==> src/rtl/instr_encoder.sv <==
// Instruction encoder: accepts decoded field bundles, packs them into 16-bit
// instruction words and writes them to consecutive instruction-memory addresses.
module instr_encoder #(
    parameter int ADDR_W = 16
) (
    input  logic              clk,
    input  logic              rst,
    input  logic              start,
    input  logic [ADDR_W-1:0] base_addr,
    input  logic              in_valid,
    output logic              in_ready,
    input  logic [3:0]        op,
    input  logic [3:0]        rd,
    input  logic [3:0]        rs,
    input  logic [3:0]        rt,
    input  logic [2:0]        cond,
    input  logic [15:0]       imm,
    output logic              mem_we,
    output logic [ADDR_W-1:0] mem_addr,
    output logic [15:0]       mem_wdata,
    output logic              busy,
    output logic              done,
    output logic              err,
    output logic [15:0]       word_cnt
);

    typedef enum logic [2:0] {
        S_IDLE,
        S_RUN,
        S_WRITE,
        S_DONE,
        S_ERR
    } state_t;

    localparam logic [3:0] OP_ADD    = 4'h0;
    localparam logic [3:0] OP_SUB    = 4'h1;
    localparam logic [3:0] OP_XOR    = 4'h2;
    localparam logic [3:0] OP_RED    = 4'h3;
    localparam logic [3:0] OP_SLL    = 4'h4;
    localparam logic [3:0] OP_SRA    = 4'h5;
    localparam logic [3:0] OP_ROR    = 4'h6;
    localparam logic [3:0] OP_PADDSB = 4'h7;
    localparam logic [3:0] OP_LW     = 4'h8;
    localparam logic [3:0] OP_SW     = 4'h9;
    localparam logic [3:0] OP_LHB    = 4'hA;
    localparam logic [3:0] OP_LLB    = 4'hB;
    localparam logic [3:0] OP_B      = 4'hC;
    localparam logic [3:0] OP_BR     = 4'hD;
    localparam logic [3:0] OP_PCS    = 4'hE;

    state_t            state_q, state_d;
    logic [ADDR_W-1:0] ptr_q, ptr_d;
    logic [15:0]       cnt_q, cnt_d;
    logic [ADDR_W-1:0] addr_q, addr_d;
    logic [15:0]       wdata_q, wdata_d;
    logic              hlt_q, hlt_d;
    logic [15:0]       enc;
    logic              range_ok;

    // Signed ranges are checked by requiring the dropped upper bits to be a pure sign extension.
    always_comb begin
        enc      = 16'h0000;
        range_ok = 1'b1;
        case (op)
            OP_ADD, OP_SUB, OP_XOR, OP_RED, OP_PADDSB: begin
                enc = {op, rd, rs, rt};
            end
            OP_SLL, OP_SRA, OP_ROR: begin
                enc      = {op, rd, rs, imm[3:0]};
                range_ok = (imm[15:4] == 12'h000);
            end
            OP_LW, OP_SW: begin
                enc      = {op, rt, rs, imm[3:0]};
                range_ok = (imm[15:3] == 13'h0000) || (imm[15:3] == 13'h1FFF);
            end
            OP_LHB, OP_LLB: begin
                enc      = {op, rd, imm[7:0]};
                range_ok = (imm[15:8] == 8'h00);
            end
            OP_B: begin
                enc      = {op, cond, imm[8:0]};
                range_ok = (imm[15:8] == 8'h00) || (imm[15:8] == 8'hFF);
            end
            OP_BR: begin
                enc = {op, cond, 1'b0, rs, 4'h0};
            end
            OP_PCS: begin
                enc = {op, rd, 8'h00};
            end
            default: begin
                enc = 16'hF000;
            end
        endcase
    end

    always_comb begin
        state_d = state_q;
        ptr_d   = ptr_q;
        cnt_d   = cnt_q;
        addr_d  = addr_q;
        wdata_d = wdata_q;
        hlt_d   = hlt_q;
        case (state_q)
            S_IDLE, S_DONE, S_ERR: begin
                if (start) begin
                    ptr_d   = base_addr;
                    cnt_d   = 16'h0000;
                    state_d = S_RUN;
                end
            end
            S_RUN: begin
                if (in_valid) begin
                    if (range_ok) begin
                        addr_d  = ptr_q;
                        wdata_d = enc;
                        hlt_d   = (op == 4'hF);
                        state_d = S_WRITE;
                    end else begin
                        state_d = S_ERR;
                    end
                end
            end
            S_WRITE: begin
                ptr_d   = ptr_q + ADDR_W'(2);
                cnt_d   = (cnt_q == 16'hFFFF) ? cnt_q : cnt_q + 16'h0001;
                state_d = hlt_q ? S_DONE : S_RUN;
            end
            default: begin
                state_d = S_IDLE;
            end
        endcase
    end

    always_ff @(posedge clk) begin
        if (rst) begin
            state_q <= S_IDLE;
            ptr_q   <= '0;
            cnt_q   <= 16'h0000;
            addr_q  <= '0;
            wdata_q <= 16'h0000;
            hlt_q   <= 1'b0;
        end else begin
            state_q <= state_d;
            ptr_q   <= ptr_d;
            cnt_q   <= cnt_d;
            addr_q  <= addr_d;
            wdata_q <= wdata_d;
            hlt_q   <= hlt_d;
        end
    end

    assign in_ready  = (state_q == S_RUN);
    assign mem_we    = (state_q == S_WRITE);
    assign mem_addr  = addr_q;
    assign mem_wdata = wdata_q;
    assign busy      = (state_q == S_RUN) || (state_q == S_WRITE);
    assign done      = (state_q == S_DONE);
    assign err       = (state_q == S_ERR);
    assign word_cnt  = cnt_q;

endmodule

==> config.mk <==
export PLATFORM = sky130hd
export DESIGN_NAME = instr_encoder
export DESIGN_NICKNAME = d
export VERILOG_FILES = /design/src/rtl/instr_encoder.sv
export SDC_FILE = /design/constraint.sdc
export NUM_CORES = 1
export LEC_CHECK = 0
export ABC_AREA = 1
export ABC_CLOCK_PERIOD_IN_PS = 2700
export CAP_MARGIN = 5
export CORE_UTILIZATION = 52
export CTS_CLUSTER_DIAMETER = 120
export DETAILED_ROUTE_END_ITERATION = 7
export PLACE_DENSITY = 0.84
export REMOVE_ABC_BUFFERS = 1
export SLEW_MARGIN = 15
export SYNTH_ARGS = -nofsm -noshare
export SYNTH_HDL_FRONTEND = slang
export SYNTH_SLANG_ARGS = --single-unit
==> constraint.sdc <==
create_clock -name clk -period 2.7 [get_ports clk]
set_clock_uncertainty 0.2 [all_clocks]
set_input_delay 0.54 -clock clk [delete_from_list [all_inputs] [get_ports clk]]
set_output_delay 0.54 -clock clk [all_outputs]
set_load 0.03 [all_outputs]
==> results of run 1 <==
what timing repair did:
item	in CTS	in global routing
gates resized for setup	0	1
buffers inserted	0	0
setup endpoints to repair	0	1
power groups by stage:
stage / Clock, mW / Combinational [mW] / Sequential (mW)
global placement: 0 / 0.553 / 1.14
finish: 0.827 / 0.564 / 1.12
floorplan: 0 / 0.266 / 1.18
detailed placement: 0 / 0.562 / 1.14
CTS: 0.835 / 0.565 / 1.11
global route: 0.867 / 0.615 / 1.12
synth_stat cells (6+ instances only):
cell type / instances / share of area, %
nand3_1: 29 / 3.8
nor2_1: 86 / 8.5
nor3_1: 10 / 1.3
o21ai_1: 31 / 4.1
o21ai_0: 21 / 2.8
a21oi_1: 32 / 4.2
nand2_1: 103 / 10
nand4_1: 9 / 1.5
clkbuf_1: 9 / 0.89
dfxtp_1: 68 / 36
nor2_2: 30 / 4.9
inv_1: 39 / 3.8
inv_2: 6 / 0.59
or2_2: 6 / 0.99
final timing paths:
check                endpoint  cells past startpoint
setup / recovery         busy                      6
hold / removal       ptr_q[0]                      2
setup reg to reg  word_cnt[5]                      8
hold reg to reg      ptr_q[0]                      2
critical path: cells and delay by family (launching register included):
kind	cells	cell delay, ns
flip-flops	1	0.46
buffers and inverters	3	0.50
AND/OR/NAND/NOR	3	0.52
routing by layer:
metal | track usage [%] | share of wire [%] | wire [um]
met3 | 3.676 | 4.5 | 478
met1 | 35.91 | 45 | 4805
met2 | 48.86 | 48 | 5100
met5 | 0 | 0 | 0
met4 | 12.07 | 2.0 | 208
layout make-up:
cell class	count	area, um^2	area share (%)
Sequential cell	68	1361	26.59
Tap cell	96	120.1	2.346
Timing Repair Buffer	115	1156	22.58
Clock inverter	6	65.06	1.271
Clock buffer	10	127.6	2.493
Multi-Input combinational cell	410	2100	41.01
Inverter	48	190.2	3.715
registers in the layout, indices dropped and copies added, names as in the netlist:
signal,cells
hlt_q,1
mem_addr,16
ptr_q,16
state_q,3
word_cnt,16
mem_wdata,16
cell families (layout without fill, tap and decap cells):
family / count (synthesis) / after routing / share of synthesized area (%)
buffers and inverters: 67 / 179 / 9.103
AOI/OAI and AO/OA: 109 / 109 / 16.23
DFF: 68 / 68 / 35.75
xor gates and xnor gates: 4 / 4 / 0.9203
and+or+nand+nor: 295 / 295 / 37.33
adders and majority gates: 2 / 2 / 0.6571
==> flow_summary.json, run 1 <==
{
  "first_pass_grt_wire_length_um": 16930,
  "mostFrequentLayoutCells": "clkdlybuf4s50_1 (105), nand2_1 (103), nor2_1 (86)",
  "timing_worst_slew_pin_value_ns": 0.6009,
  "initial_utilization_pct": 54.83,
  "clk_transition_reported_paths_ns": 0.07,
  "final.period_utilization_pct": 95.71,
  "area_growth_from_synthesis_to_final_layout_pct": 34.47,
  "layout.cells.most_common": "clkdlybuf4s50_1",
  "rr_startpoint": "state_q[1]",
  "vias_in_the_first_global_route": 3639,
  "die_height_um": 87.57,
  "cts-root-buf": "clkbuf_8",
  "placed_cells_incl_taps": 737,
  "finalWorstSetupSlack_ns": 0.1157,
  "min_period_ns": 2.584,
  "timing.critical_path.mode_cell": "buf_4",
  "cts_tree": "done",
  "cts_hold_buf": 0,
  "grt_util_all_layers_pct": 28.42,
  "drv_slew": 0,
  "placed_area_um2": 4925,
  "preCtsSetupSlack_ns": -0.001156,
  "die_width_um": 87.57,
  "pwr-share-comb_pct": 22.5,
  "sw_frac_of_total_pct": 31.00,
  "clock_tree.htree_level_count": 3,
  "dominant_synthesized_flop_cell": "dfxtp_1",
  "yosys_register_bits": 68,
  "hold_class": "reg -> reg",
  "cell_internal_pwr_mw": 1.730,
  "drt_pre_antenna_iters": 5,
  "vdd_ir_drop_max_v": 0.0002672,
  "clock_insertion_delay_worst_skew_ns": 0.35,
  "clk_path_buf_depth": 2,
  "antenna_cells": 0,
  "total_power_mw": 2.507,
  "netlist_instances": 545,
  "crit_path_max_incr_delay_ns": 0.46,
  "place_congestion": 0.9844,
  "power_frac_clock_pct": 33.0,
  "timing.critical_path.fanout_max": 14,
  "placement.io_buffers": 107,
  "vias": 3971,
  "layout-drive-gt1-share_pct": 14.00,
  "final_setup_fails": 0,
  "crit_chain": "nand2_2 -> nor2_4 -> buf_4 -> inv_2 -> nand2_1 -> buf_4",
  "post-route-util_pct": 73.73,
  "critical_path.slowest_cell": "dfxtp_1",
  "largest_net_degree_at_the_start_of_global_routing": 39,
  "drt.antenna.violating_nets": 0,
  "power.sequential.fraction_pct": 44.5,
  "number_of_warning_messages_in_the_yosys_log": 0,
  "drt-total-wl_um": 10590,
  "critical_path.startpoint": "state_q[1]",
  "layoutNonFillerInstCount": 753,
  "power.static_leakage_nw": 1.979,
  "detail_route.iter0.violations": 201,
  "clock.fmax_ghz": 0.3870,
  "globalRouteOverflowTotal": 0,
  "asyncSetResetFlopFracSynth_pct": 0,
  "worstSetupEndpointType": "primary output",
  "timing.critical_path.arrival_ns": 1.84,
  "mappedNetlistArea_um2": 3807,
  "reg2reg_slack_ns": 0.32,
  "synth_cell_type_count": 44,
  "core_region_area_um2": 6944,
  "rsz0062_at_grt": "false",
  "filler_cell_count": 563,
  "worstSetupStartpointType": "register",
  "min_from": "ptr_q[0]",
  "dp_hpwl_um": 7852,
  "max_cap_violations": 0,
  "vias_per_cell": 5.274,
  "synth.avg_cell_area_um2": 6.986,
  "drc_errors": 0,
  "die-area_um2": 7669,
  "design_area_um2": 5120,
  "num-nets-final": 709,
  "design.portCount": 108,
  "setup-tns-final_ns": 0,
  "timing.slew.headroom_pct": 59.93,
  "synth-seq-area-share_pct": 35.75,
  "synth_enable_flop_cells": 0,
  "power-per-cell-area_nw_per_um2": 489.6,
  "cp_data_required_time_ns": 1.96,
  "worstSetupPathType": "reg -> out",
  "report.final.hold_viol_count": 0,
  "tritoncts_num_sinks": 68,
  "route.detailed.wl_per_inst_um": 14.07,
  "number_of_antenna_violations_at_the_first_check_in_global_routing": 0,
  "smallest_hold_slack_ns": 0.2809,
  "status": "finished, final reports clean",
  "rows": 30,
  "power.net_switching_mw": 0.7771,
  "tritoncts.num_buffers": 9
}
Note: power is estimated with default switching activity, not from simulation.
==> run 2: changes to the inputs <==
--- a/config.mk
+++ b/config.mk
@@ -7,7 +7,6 @@
 export LEC_CHECK = 0
 export ABC_AREA = 1
 export ABC_CLOCK_PERIOD_IN_PS = 2700
-export CAP_MARGIN = 5
 export CORE_UTILIZATION = 52
 export CTS_CLUSTER_DIAMETER = 120
 export DETAILED_ROUTE_END_ITERATION = 7
==> results of run 2 <==
Same layout as run 1: the final DEF is identical, and so are final timing and power.
==> run 3: changes to the inputs <==
--- a/config.mk
+++ b/config.mk
@@ -7,10 +7,10 @@
 export LEC_CHECK = 0
 export ABC_AREA = 1
 export ABC_CLOCK_PERIOD_IN_PS = 2700
-export CORE_UTILIZATION = 52
+export CORE_UTILIZATION = 50
 export CTS_CLUSTER_DIAMETER = 120
 export DETAILED_ROUTE_END_ITERATION = 7
-export PLACE_DENSITY = 0.84
+export PLACE_DENSITY = 0.81
 export REMOVE_ABC_BUFFERS = 1
 export SLEW_MARGIN = 15
 export SYNTH_ARGS = -nofsm -noshare
==> run 3 against run 2 <==
  * Die area increased by 3.9%
  * Via count decreased by 0.81%
  * Cell count unchanged
  * Global-route usage decreased by 1.9 points
  * Routed wire length decreased by 2.8%
  * Critical path type unchanged
  * Sequential share of layout area increased by 0.10 points
  * Clock power increased by 0.8%
  * Non-clock buffer count decreased by 3
  * Count of clock-buffer cells in the layout decreased by 1
  * Hold slack improved by 0.0057 ns
  * First-iteration DRC count increased by 0.50%
==> flow_summary.json, run 3 (synthesis gave the netlist of run 1 again) <==
{
  "status": "finished, final reports clean",
  "highest-signal-layer": "met4",
  "vdd_ir_drop_max_v": 0.0002581,
  "grt_util_all_layers_pct": 26.49,
  "vias_per_cell": 5.231,
  "met3RoutedLength_um": 650,
  "num-nets-final": 706,
  "vias": 3939,
  "drc_errors": 0,
  "die_height_um": 89.26,
  "worstSetupStartpointType": "register",
  "clock.fmax_ghz": 0.3897,
  "antenna_cells": 0,
  "power.static_leakage_nw": 1.960,
  "layout.cells.most_common": "clkdlybuf4s50_1",
  "cts_tree": "done",
  "preCtsSetupSlack_ns": -0.06077,
  "timing.critical_path.arrival_ns": 1.83,
  "route.detailed.wl_per_inst_um": 13.67,
  "filler_cell_count": 659,
  "place_congestion": 0.9480,
  "tritoncts.num_buffers": 9,
  "design_area_um2": 5100,
  "pwr-share-comb_pct": 22.2,
  "timing.critical_path.fanout_max": 5,
  "power.sequential.fraction_pct": 44.5,
  "postCtsSetupRepairBufs": 0,
  "layout-drive-gt1-share_pct": 13.76,
  "tritoncts_num_sinks": 68,
  "timing.slew.headroom_pct": 60.36,
  "mostFrequentLayoutCells": "clkdlybuf4s50_1 (105), nand2_1 (103), nor2_1 (86)",
  "first_pass_grt_wire_length_um": 16260,
  "drt_pre_antenna_iters": 5,
  "clock_tree.htree_level_count": 3,
  "wl_met2_um": 4762,
  "placed_area_um2": 4906,
  "clk_path_buf_depth": 2,
  "clk_transition_reported_paths_ns": 0.08,
  "vias_in_the_first_global_route": 3518,
  "detail_route.iter0.violations": 202,
  "rsz0062_at_grt": "false",
  "smallest_hold_slack_ns": 0.2865,
  "hold_class": "reg -> reg",
  "report.final.hold_viol_count": 0,
  "number_of_antenna_violations_at_the_first_check_in_global_routing": 0,
  "worstSetupEndpointType": "primary output",
  "power_frac_clock_pct": 33.3,
  "cell_internal_pwr_mw": 1.721,
  "max_cap_violations": 0,
  "drv_slew": 0,
  "drt-total-wl_um": 10290,
  "globalRouteOverflowTotal": 0,
  "finalWorstSetupSlack_ns": 0.1338,
  "cts-root-buf": "clkbuf_8",
  "core_region_area_um2": 7292,
  "initial_utilization_pct": 52.21,
  "worstSetupPathType": "reg -> out",
  "timing_worst_slew_pin_value_ns": 0.5946,
  "cp_data_required_time_ns": 1.96,
  "area_taken_by_multi_input_logic_gates_um2": 2100,
  "largest_net_degree_at_the_start_of_global_routing": 37,
  "area_growth_from_synthesis_to_final_layout_pct": 33.95,
  "dp_hpwl_um": 7630,
  "drt.antenna.violating_nets": 0,
  "post-route-util_pct": 69.94,
  "clock_insertion_delay_worst_skew_ns": 0.35,
  "die_width_um": 89.26,
  "min_period_ns": 2.566,
  "design.portCount": 108,
  "cts_resized": 0,
  "placement.io_buffers": 107,
  "cts_hold_buf": 0,
  "die-area_um2": 7967,
  "final_setup_fails": 0,
  "seqCellArea_um2": 1361,
  "power-per-cell-area_nw_per_um2": 491.7,
  "final.period_utilization_pct": 95.04,
  "rows": 31,
  "power.net_switching_mw": 0.7866,
  "m1WireLength_um": 4763,
  "total_power_mw": 2.508,
  "sw_frac_of_total_pct": 31.37
}
## run 3: cell count changes in the layout (fill, tap and decap cells not counted)
cell,change
clkinvlp_4,+2
clkinv_4,-2
clkinv_2,+1
buf_4,-3
clkbuf_1,-1
## run 3: cell type report
class	instances	share of cell area [%]
multi-input cells	410	41.17
inverters	48	3.729
clock inverters	7	1.325
clock buffers	9	2.429
repair buffers	112	22.23
well taps	99	2.429
flip-flops and latches	68	26.69
## run 3: path summary, 6_finish.rpt
kind         cells past startpoint   startpoint     endpoint  slack, ns
max                              3   state_q[1]         done       0.13
min                              2     ptr_q[0]     ptr_q[0]       0.29
max reg2reg                      8  word_cnt[0]  word_cnt[5]       0.35
min reg2reg                      2     ptr_q[0]     ptr_q[0]       0.29
## run 3: layer usage
| metal | vias up | track usage (%) |
|---|---|---|
| met1 | 1789 | 34.00 |
| met4 | 0 | 7.792 |
| met5 | - | 0 |
| li1 | 1993 | - |
| met2 | 144 | 45.04 |
| met3 | 13 | 5.355 |
## run 3: worst max-delay path, stage by stage (launching register included)
cell and delay (ns):
dfxtp_1 0.46, nand2_2 0.14, nor2_4 0.15, clkdlybuf4s50_1 0.72
## run 3: through the flow
stage,setup TNS (ns),instances
finish,0,753
global route,0,753
CTS,0,753
floorplan,0,526
global placement,-0.01102,737
detailed placement,-0.1700,737
## run 3: power by group through the flow
stage	logic (mW)	registers [mW]	clock network, mW
floorplan	0.266	1.18	0
global placement	0.547	1.13	0
detailed placement	0.556	1.14	0
CTS	0.559	1.11	0.843
global route	0.607	1.12	0.886
finish	0.558	1.12	0.834
